File: config.mk
export PLATFORM = sky130hd
export DESIGN_NAME = memory_stage
export DESIGN_NICKNAME = d
export VERILOG_FILES = /design/src/rtl/mem_pkg.sv /design/src/rtl/pipeMemWb.sv /design/src/rtl/memory_stage.sv
export SDC_FILE = /design/constraint.sdc
export NUM_CORES = 1
export LEC_CHECK = 0
export BUFFER_PORTS_ARGS = -buffer_cell sky130_fd_sc_hd__buf_4
export CAP_MARGIN = 20
export CORE_ASPECT_RATIO = 1.1
export CORE_MARGIN = 3
export CORE_UTILIZATION = 47
export CTS_CLUSTER_DIAMETER = 30
export CTS_CLUSTER_SIZE = 16
export DETAILED_ROUTE_END_ITERATION = 10
export PLACE_DENSITY = 0.8
export SETUP_SLACK_MARGIN = 0.5
export SYNTH_ARGS = -nofsm -noshare
export SYNTH_HDL_FRONTEND = slang
export SYNTH_SLANG_ARGS = --single-unit
File: constraint.sdc
create_clock -name Clk -period 7.4 [get_ports Clk]
set_input_delay 2.22 -clock Clk [delete_from_list [all_inputs] [get_ports Clk]]
set_output_delay 2.22 -clock Clk [all_outputs]
set_load 0.01 [all_outputs]
File: src/rtl/mem_pkg.sv
// mem_pkg: shared types and constants for the pipeline memory (M) stage.
//   mem_state_t    : bus access FSM states (MEM_IDLE, MEM_WAIT)
//   MEM_ABORT_DATA : load data written back when the watchdog aborts an access
//   BE_WORD        : byte-enable pattern for a full word access
package mem_pkg;

    typedef enum logic [0:0] {
        MEM_IDLE = 1'b0,
        MEM_WAIT = 1'b1
    } mem_state_t;

    localparam logic [31:0] MEM_ABORT_DATA = 32'hDEADBEEF;
    localparam logic [3:0]  BE_WORD        = 4'hF;

endpackage

File: src/rtl/pipeMemWb.sv
// pipeMemWb: MEM/WB pipeline register between the memory and writeback stages.
// Ports:
//   clk, rst       : clock (rising edge) and asynchronous active-high reset to 0
//   bubble         : when high, W controls and the error flag load as 0
//   err            : watchdog abort flag for the access completing this cycle
//   pcsrc, regwrite, memtoreg : M-stage control to forward
//   aluout, rdata, wa3        : data fields to forward
//   *_w outputs    : registered W-stage values
module pipeMemWb
    import mem_pkg::*;
#(
    parameter int DATA_W = 32
) (
    input  logic              clk,
    input  logic              rst,
    input  logic              bubble,
    input  logic              err,
    input  logic              pcsrc,
    input  logic              regwrite,
    input  logic              memtoreg,
    input  logic [DATA_W-1:0] aluout,
    input  logic [DATA_W-1:0] rdata,
    input  logic [3:0]        wa3,
    output logic              pcsrc_w,
    output logic              regwrite_w,
    output logic              memtoreg_w,
    output logic              err_w,
    output logic [DATA_W-1:0] aluout_w,
    output logic [DATA_W-1:0] rdata_w,
    output logic [3:0]        wa3_w
);

    // M -> W boundary
    always_ff @(posedge clk or posedge rst) begin
        if (rst) begin
            pcsrc_w    <= 1'b0;
            regwrite_w <= 1'b0;
            memtoreg_w <= 1'b0;
            err_w      <= 1'b0;
            aluout_w   <= '0;
            rdata_w    <= '0;
            wa3_w      <= '0;
        end else begin
            pcsrc_w    <= pcsrc    & ~bubble;
            regwrite_w <= regwrite & ~bubble;
            memtoreg_w <= memtoreg & ~bubble;
            err_w      <= err      & ~bubble;
            aluout_w   <= aluout;
            rdata_w    <= rdata;
            wa3_w      <= wa3;
        end
    end

endmodule

File: src/rtl/memory_stage.sv
// memory_stage: M stage of the ARM pipeline. Drives the data memory / camera
// bus with a req/ack handshake, stalls on slow accesses, aborts hung accesses
// with a watchdog and holds the MEM/WB register.
// Ports:
//   Clk, reset                 : clock, asynchronous active-high reset
//   PCSrcM..WA3M               : M-stage control and data from EX/MEM
//   MemReqOut..MemBeOut        : bus request, write enable, address, data, byte enables
//   MemRdataIn, MemAckIn       : bus read data and acknowledge
//   StallMout                  : freeze request to the hazard unit
//   ALUOutMout                 : ALUOutM forwarded to E stage
//   *Wout                      : MEM/WB register outputs; MemErrWout flags an abort
// Optional build macro MEM_BYTE_EN adds input ByteM for byte loads/stores.
module memory_stage
    import mem_pkg::*;
#(
    parameter int DATA_W   = 32,
    parameter int MAX_WAIT = 15
) (
    input  logic              Clk,
    input  logic              reset,
    input  logic              PCSrcM,
    input  logic              RegWriteM,
    input  logic              MemToRegM,
    input  logic              MemWriteM,
    input  logic [DATA_W-1:0] ALUOutM,
    input  logic [DATA_W-1:0] WriteDataM,
    input  logic [3:0]        WA3M,
`ifdef MEM_BYTE_EN
    input  logic              ByteM,
`endif
    output logic              MemReqOut,
    output logic              MemWeOut,
    output logic [DATA_W-1:0] MemAddrOut,
    output logic [DATA_W-1:0] MemWdOut,
    output logic [3:0]        MemBeOut,
    input  logic [DATA_W-1:0] MemRdataIn,
    input  logic              MemAckIn,
    output logic              StallMout,
    output logic [DATA_W-1:0] ALUOutMout,
    output logic              PCSrcWout,
    output logic              RegWriteWout,
    output logic              MemToRegWout,
    output logic [DATA_W-1:0] ReadDataWout,
    output logic [DATA_W-1:0] ALUOutWout,
    output logic [3:0]        WA3Wout,
    output logic              MemErrWout
);

    localparam int                CNT_W    = $clog2(MAX_WAIT + 1);
    localparam logic [CNT_W-1:0]  CNT_LAST = CNT_W'(MAX_WAIT - 1);

    // Zero-extended byte from the addressed lane, or the whole word.
    function automatic logic [DATA_W-1:0] format_load(input logic [DATA_W-1:0] rdata,
                                                      input logic              is_byte,
                                                      input logic [1:0]        lane);
        logic [DATA_W-1:0] shifted;
        shifted = rdata >> {lane, 3'b000};
        format_load = is_byte ? {{(DATA_W-8){1'b0}}, shifted[7:0]} : rdata;
    endfunction

    // Store data replicated across all lanes for byte stores.
    function automatic logic [DATA_W-1:0] format_store(input logic [DATA_W-1:0] wdata,
                                                       input logic              is_byte);
        format_store = is_byte ? {(DATA_W/8){wdata[7:0]}} : wdata;
    endfunction

    function automatic logic [3:0] byte_enables(input logic is_byte, input logic [1:0] lane);
        byte_enables = is_byte ? (4'b0001 << lane) : BE_WORD;
    endfunction

    mem_state_t        state_q;
    logic [CNT_W-1:0]  cnt_q;

    // Hold registers: the access as presented in MEM_IDLE, replayed during MEM_WAIT.
    logic [DATA_W-1:0] hold_addr;
    logic [DATA_W-1:0] hold_wdata;
    logic              hold_we;
    logic              hold_pcsrc;
    logic              hold_regwrite;
    logic              hold_memtoreg;
    logic [3:0]        hold_wa3;

    logic              acc;
    logic              in_wait;
    logic              active;
    logic              timeout;
    logic              cur_byte;
    logic [DATA_W-1:0] cur_addr;
    logic [DATA_W-1:0] cur_wdata;
    logic              cur_we;
    logic              cur_pcsrc;
    logic              cur_regwrite;
    logic              cur_memtoreg;
    logic [3:0]        cur_wa3;

    logic              wb_bubble;
    logic              wb_pcsrc;
    logic              wb_regwrite;
    logic              wb_memtoreg;
    logic [DATA_W-1:0] wb_rdata;

    assign acc     = MemToRegM | MemWriteM;
    assign in_wait = (state_q == MEM_WAIT);
    assign active  = in_wait | acc;
    assign timeout = in_wait & ~MemAckIn & (cnt_q == CNT_LAST);

    // In MEM_WAIT the bus sees only the held copy, so upstream changes cannot
    // disturb an access in flight.
    assign cur_addr     = in_wait ? hold_addr     : ALUOutM;
    assign cur_wdata    = in_wait ? hold_wdata    : WriteDataM;
    assign cur_we       = in_wait ? hold_we       : MemWriteM;
    assign cur_pcsrc    = in_wait ? hold_pcsrc    : PCSrcM;
    assign cur_regwrite = in_wait ? hold_regwrite : RegWriteM;
    assign cur_memtoreg = in_wait ? hold_memtoreg : MemToRegM;
    assign cur_wa3      = in_wait ? hold_wa3      : WA3M;

`ifdef MEM_BYTE_EN
    logic hold_byte;
    assign cur_byte = in_wait ? hold_byte : ByteM;
`else
    assign cur_byte = 1'b0;
`endif

    // Reset gates the combinational handshake so the bus is released at once.
    assign MemReqOut  = ~reset & active;
    assign MemWeOut   = ~reset & active & cur_we;
    assign StallMout  = ~reset & active & ~MemAckIn & ~timeout;
    assign MemAddrOut = cur_addr;
    assign MemWdOut   = format_store(cur_wdata, cur_byte);
    assign MemBeOut   = byte_enables(cur_byte, cur_addr[1:0]);
    assign ALUOutMout = ALUOutM;

    // An abort completes the instruction with no architectural side effects.
    assign wb_bubble   = StallMout;
    assign wb_pcsrc    = cur_pcsrc    & ~timeout;
    assign wb_regwrite = cur_regwrite & ~timeout;
    assign wb_memtoreg = cur_memtoreg & ~timeout;

    always_comb begin
        wb_rdata = '0;
        if (timeout)
            wb_rdata = MEM_ABORT_DATA;
        else if (active)
            wb_rdata = format_load(MemRdataIn, cur_byte, cur_addr[1:0]);
    end

    // FSM and watchdog
    always_ff @(posedge Clk or posedge reset) begin
        if (reset) begin
            state_q <= MEM_IDLE;
            cnt_q   <= '0;
        end else begin
            case (state_q)
                MEM_IDLE: begin
                    if (acc && !MemAckIn) begin
                        state_q <= MEM_WAIT;
                        cnt_q   <= '0;
                    end
                end
                MEM_WAIT: begin
                    if (MemAckIn || timeout) begin
                        state_q <= MEM_IDLE;
                        cnt_q   <= '0;
                    end else begin
                        cnt_q <= cnt_q + CNT_W'(1);
                    end
                end
                default: begin
                    state_q <= MEM_IDLE;
                    cnt_q   <= '0;
                end
            endcase
        end
    end

    // Hold register capture at access start
    always_ff @(posedge Clk or posedge reset) begin
        if (reset) begin
            hold_addr     <= '0;
            hold_wdata    <= '0;
            hold_we       <= 1'b0;
            hold_pcsrc    <= 1'b0;
            hold_regwrite <= 1'b0;
            hold_memtoreg <= 1'b0;
            hold_wa3      <= '0;
        end else if (!in_wait && acc) begin
            hold_addr     <= ALUOutM;
            hold_wdata    <= WriteDataM;
            hold_we       <= MemWriteM;
            hold_pcsrc    <= PCSrcM;
            hold_regwrite <= RegWriteM;
            hold_memtoreg <= MemToRegM;
            hold_wa3      <= WA3M;
        end
    end

`ifdef MEM_BYTE_EN
    always_ff @(posedge Clk or posedge reset) begin
        if (reset)
            hold_byte <= 1'b0;
        else if (!in_wait && acc)
            hold_byte <= ByteM;
    end
`endif

    pipeMemWb #(
        .DATA_W (DATA_W)
    ) u_mem_wb (
        .clk        (Clk),
        .rst        (reset),
        .bubble     (wb_bubble),
        .err        (timeout),
        .pcsrc      (wb_pcsrc),
        .regwrite   (wb_regwrite),
        .memtoreg   (wb_memtoreg),
        .aluout     (cur_addr),
        .rdata      (wb_rdata),
        .wa3        (cur_wa3),
        .pcsrc_w    (PCSrcWout),
        .regwrite_w (RegWriteWout),
        .memtoreg_w (MemToRegWout),
        .err_w      (MemErrWout),
        .aluout_w   (ALUOutWout),
        .rdata_w    (ReadDataWout),
        .wa3_w      (WA3Wout)
    );

endmodule

==> impl_metrics.csv <==
group,metric,value,unit
synth,yosys_warnings,0,
final_layout,area_growth,39.02,%
critical_path,worstPathMaxFanout,34,
final_layout,final_cells,858,
pwr,p_per_area,256.6,nW/um2
synth,ys.flop_type,"dfrtp_1",
critical_path,cp-endpoint,"StallMout",
floorplan,rows,43,
clock_network,h-tree-depth,4,
final_layout,post-route-cell-area,8715,um2
job,maxCapViolations,0,
critical_path,regToRegEndpoint,"hold_wdata[2]",
critical_path,timing.rr.start,"in_wait",
floorplan,core_area,12800,um2
route,drc,0,
timing,rsz0062_at_grt,"no",
min_path,hold_path.class,"reg2reg",
synth,synth_top_cell_area_share,0.5948,
place,routabilityCongestion,0.8448,
clock_network,post_cts_buffers,0,
global_routing,grt_pass1_vias,4488,
synth,yosysSeqAreaShare,0.5948,
final_layout,seqCellArea,3732,um2
synth,synth_cells,447,
final_layout,layout-drive-gt1-share,0.6377,
timing,tightest_slew,1.049,ns
timing,hold_viol_final,0,
clock_network,post_cts_resize_count,0,
place,dp_cells,826,
pwr,peakVddDrop,147.0,uV
clock_network,ctsHoldBuffers,0,
global_routing,grtUsageTotal,0.2016,
timing,final_max_slew_viol_count,0,
critical_path,crit_top_cell,"buf_4",
critical_path,worst-setup-path-type,"in2out",
route,vias,4248,
global_routing,grt_start_max_net_pins,85,
synth,yosysUniqueCellTypes,31,
synth,synth.largest_area_cell,"dfrtp_1",
timing,clock_skew,0.005577,ns
route,wl_per_cell,17.12,um
clock_network,root_buffer,"clkbuf_16",
clock_network,clk_pin_slew,0.06,ns
timing,min_period,5.825,ns
critical_path,crit_start,"MemAckIn",
clock_network,cts_tree,"done",
timing,setup_tns,0,ns
floorplan,fp.dieArea,14760,um2
critical_path,cp_num_buf_inv,2,
final_layout,utilization,0.6806,
critical_path,worst_path_max_delay_cell,"or2_1",
critical_path,cp_top_family,"simple AND/OR/NAND/NOR gates",
global_routing,grt.busiest_layer,"met2",
synth,yosys-top-cells-count,"dfrtp_1 (149), mux2_2 (131), nand2_1 (54)",
critical_path,cp.depth,5,
clock_network,clockBufferDepth,2,
final_layout,fillers,911,
timing,period_share,0.7871,
timing,slew_headroom,0.3008,
critical_path,crit_chain,"buf_4, nand2b_4, or2_1, and2_1, buf_4",
route,dr.pass1.iters,4,
floorplan,start_util,0.4895,
global_routing,antenna_found_initial,1,
floorplan,ios,282,
clock_network,cts-buffers-inserted,17,
synth,synth_seq_cells,149,
critical_path,cp-start-kind,"input port",
global_routing,grt_use_met1,0.2276,
global_routing,use_met2,0.3400,
route,viasPerCell,4.951,
place,dp_hpwl,10560,um
place,dpl_cell_area,8120,um2
clock_network,cts.sinks,149,
synth,avgSynthCellArea,14.02,um2
route,dr.first_iter.drc_count,302,
global_routing,grtUsageMet3,0.08290,
place,io_buffers,277,
critical_path,cp.arrival,3.60,ns
timing,setup_violations,0,
final_layout,multi_input_area,2081,um2
synth,synth_edf_count,0,
global_routing,grt_pass1_wl,23010,um
route,wl,14690,um
floorplan,die_w,116.1,um
global_routing,overflow,0,
synth,synth.area.top_cells,"dfrtp_1 (59%), mux2_2 (24%), buf_4 (4.9%), nand2_1 (3.2%), buf_6 (1.6%)",
synth,yosysMostFrequentCell,"dfrtp_1",
final_layout,num_antenna_cells,0,
synth,synthArstFlopShare,1.000,
pwr,p_leak,4.325,nW
critical_path,reg2reg_slack,4.71,ns
critical_path,crit_required,5.18,ns
synth,synthesis.area,6269,um2
outcome,status,"finished clean",
floorplan,fp.dieH,127.1,um
critical_path,max_stage_delay,0.78,ns
critical_path,worst-r2r-cell-count,3,
critical_path,endpoint_kind,"primary output",
final_layout,fin_nets,797,
route,drtAntennaViolNets,0,
timing,fmax,0.1717,GHz
clock_network,clk_latency,0.42,ns
[metal layers]
metal  up-vias  part of all wire
met5         -           0.00088
li1       1972                 -
met3        21              0.10
met2       191              0.51
met4         2             0.019
met1      2062              0.37
[power by group]
part	internal [mW]	leakage, nW	switching [mW]
clock network	0.504	0.283	0.353
logic	0.244	2.28	0.178
registers	0.908	1.76	0.0484
[flip-flops by register name, summed over array words and instances (netlist names), 4 cells and up]
signal             flops
hold_addr             32
u_mem_wb.wa3_w         4
u_mem_wb.aluout_w     32
hold_wa3               4
cnt_q                  4
hold_wdata            32
u_mem_wb.rdata_w      32
[final cells by class]
type / instances / area share
flip-flops and latches: 149 / 0.4283
repair buffers: 279 / 0.2403
multi-input cells: 238 / 0.2388
clock buffers: 17 / 0.04882
well taps: 157 / 0.02254
clock inverters: 15 / 0.01938
inverters: 3 / 0.001866
[cells by family after synthesis]
| kind of cell | share of synthesized area |
|---|---|
| other | 0.0005982 |
| AOI/OAI and AO/OA | 0.01337 |
| buffers and inverters | 0.07505 |
| adders and majority gates | 0.003991 |
| and+or+nand+nor | 0.06108 |
| DFF | 0.5948 |
| muxes | 0.2511 |
[layout by cell type (no fill, tap or decap), drive strengths merged, types with 2 or more instances in the layout]
master / n
buf: 279
dfrtp: 149
mux2: 138
nand2: 54
clkbuf: 17
and3: 9
inv: 9
nor3: 5
conb: 4
nand2b: 4
clkinv: 4
nor2: 3
clkinvlp: 3
nor3b: 2
and2: 2
mux2i: 2
ha: 2
bufinv: 2
[worst min path at each step]
stage	end	start	slack, ns	cells past startpoint
finish	hold_memtoreg	hold_memtoreg	0.48	2
global route	hold_addr[2]	hold_addr[2]	0.51	1
CTS	hold_memtoreg	hold_memtoreg	0.49	2
floorplan	hold_we	hold_we	0.45	2
global placement	hold_memtoreg	hold_memtoreg	0.46	2
detailed placement	hold_memtoreg	hold_memtoreg	0.47	2
[per-stage QoR]
stage | worst slack, ns | power, mW | hold slack, ns
3_5_place_dp | 1.570 | 1.399 | 0.4714
4_1_cts | 1.565 | 2.264 | 0.4854
6_report | 1.575 | 2.237 | 0.4820
5_1_grt | 1.429 | 2.346 | 0.5052
3_3_place_gp | 1.622 | 1.383 | 0.4603
2_1_floorplan | 1.172 | 1.186 | 0.4467
[tightest hold or removal path: stages, from the launching register on]
cell     delay, ns
dfrtp_1       0.34
nand2_1       0.05
nand2_1       0.06
Note: power is estimated with default switching activity, not from simulation.
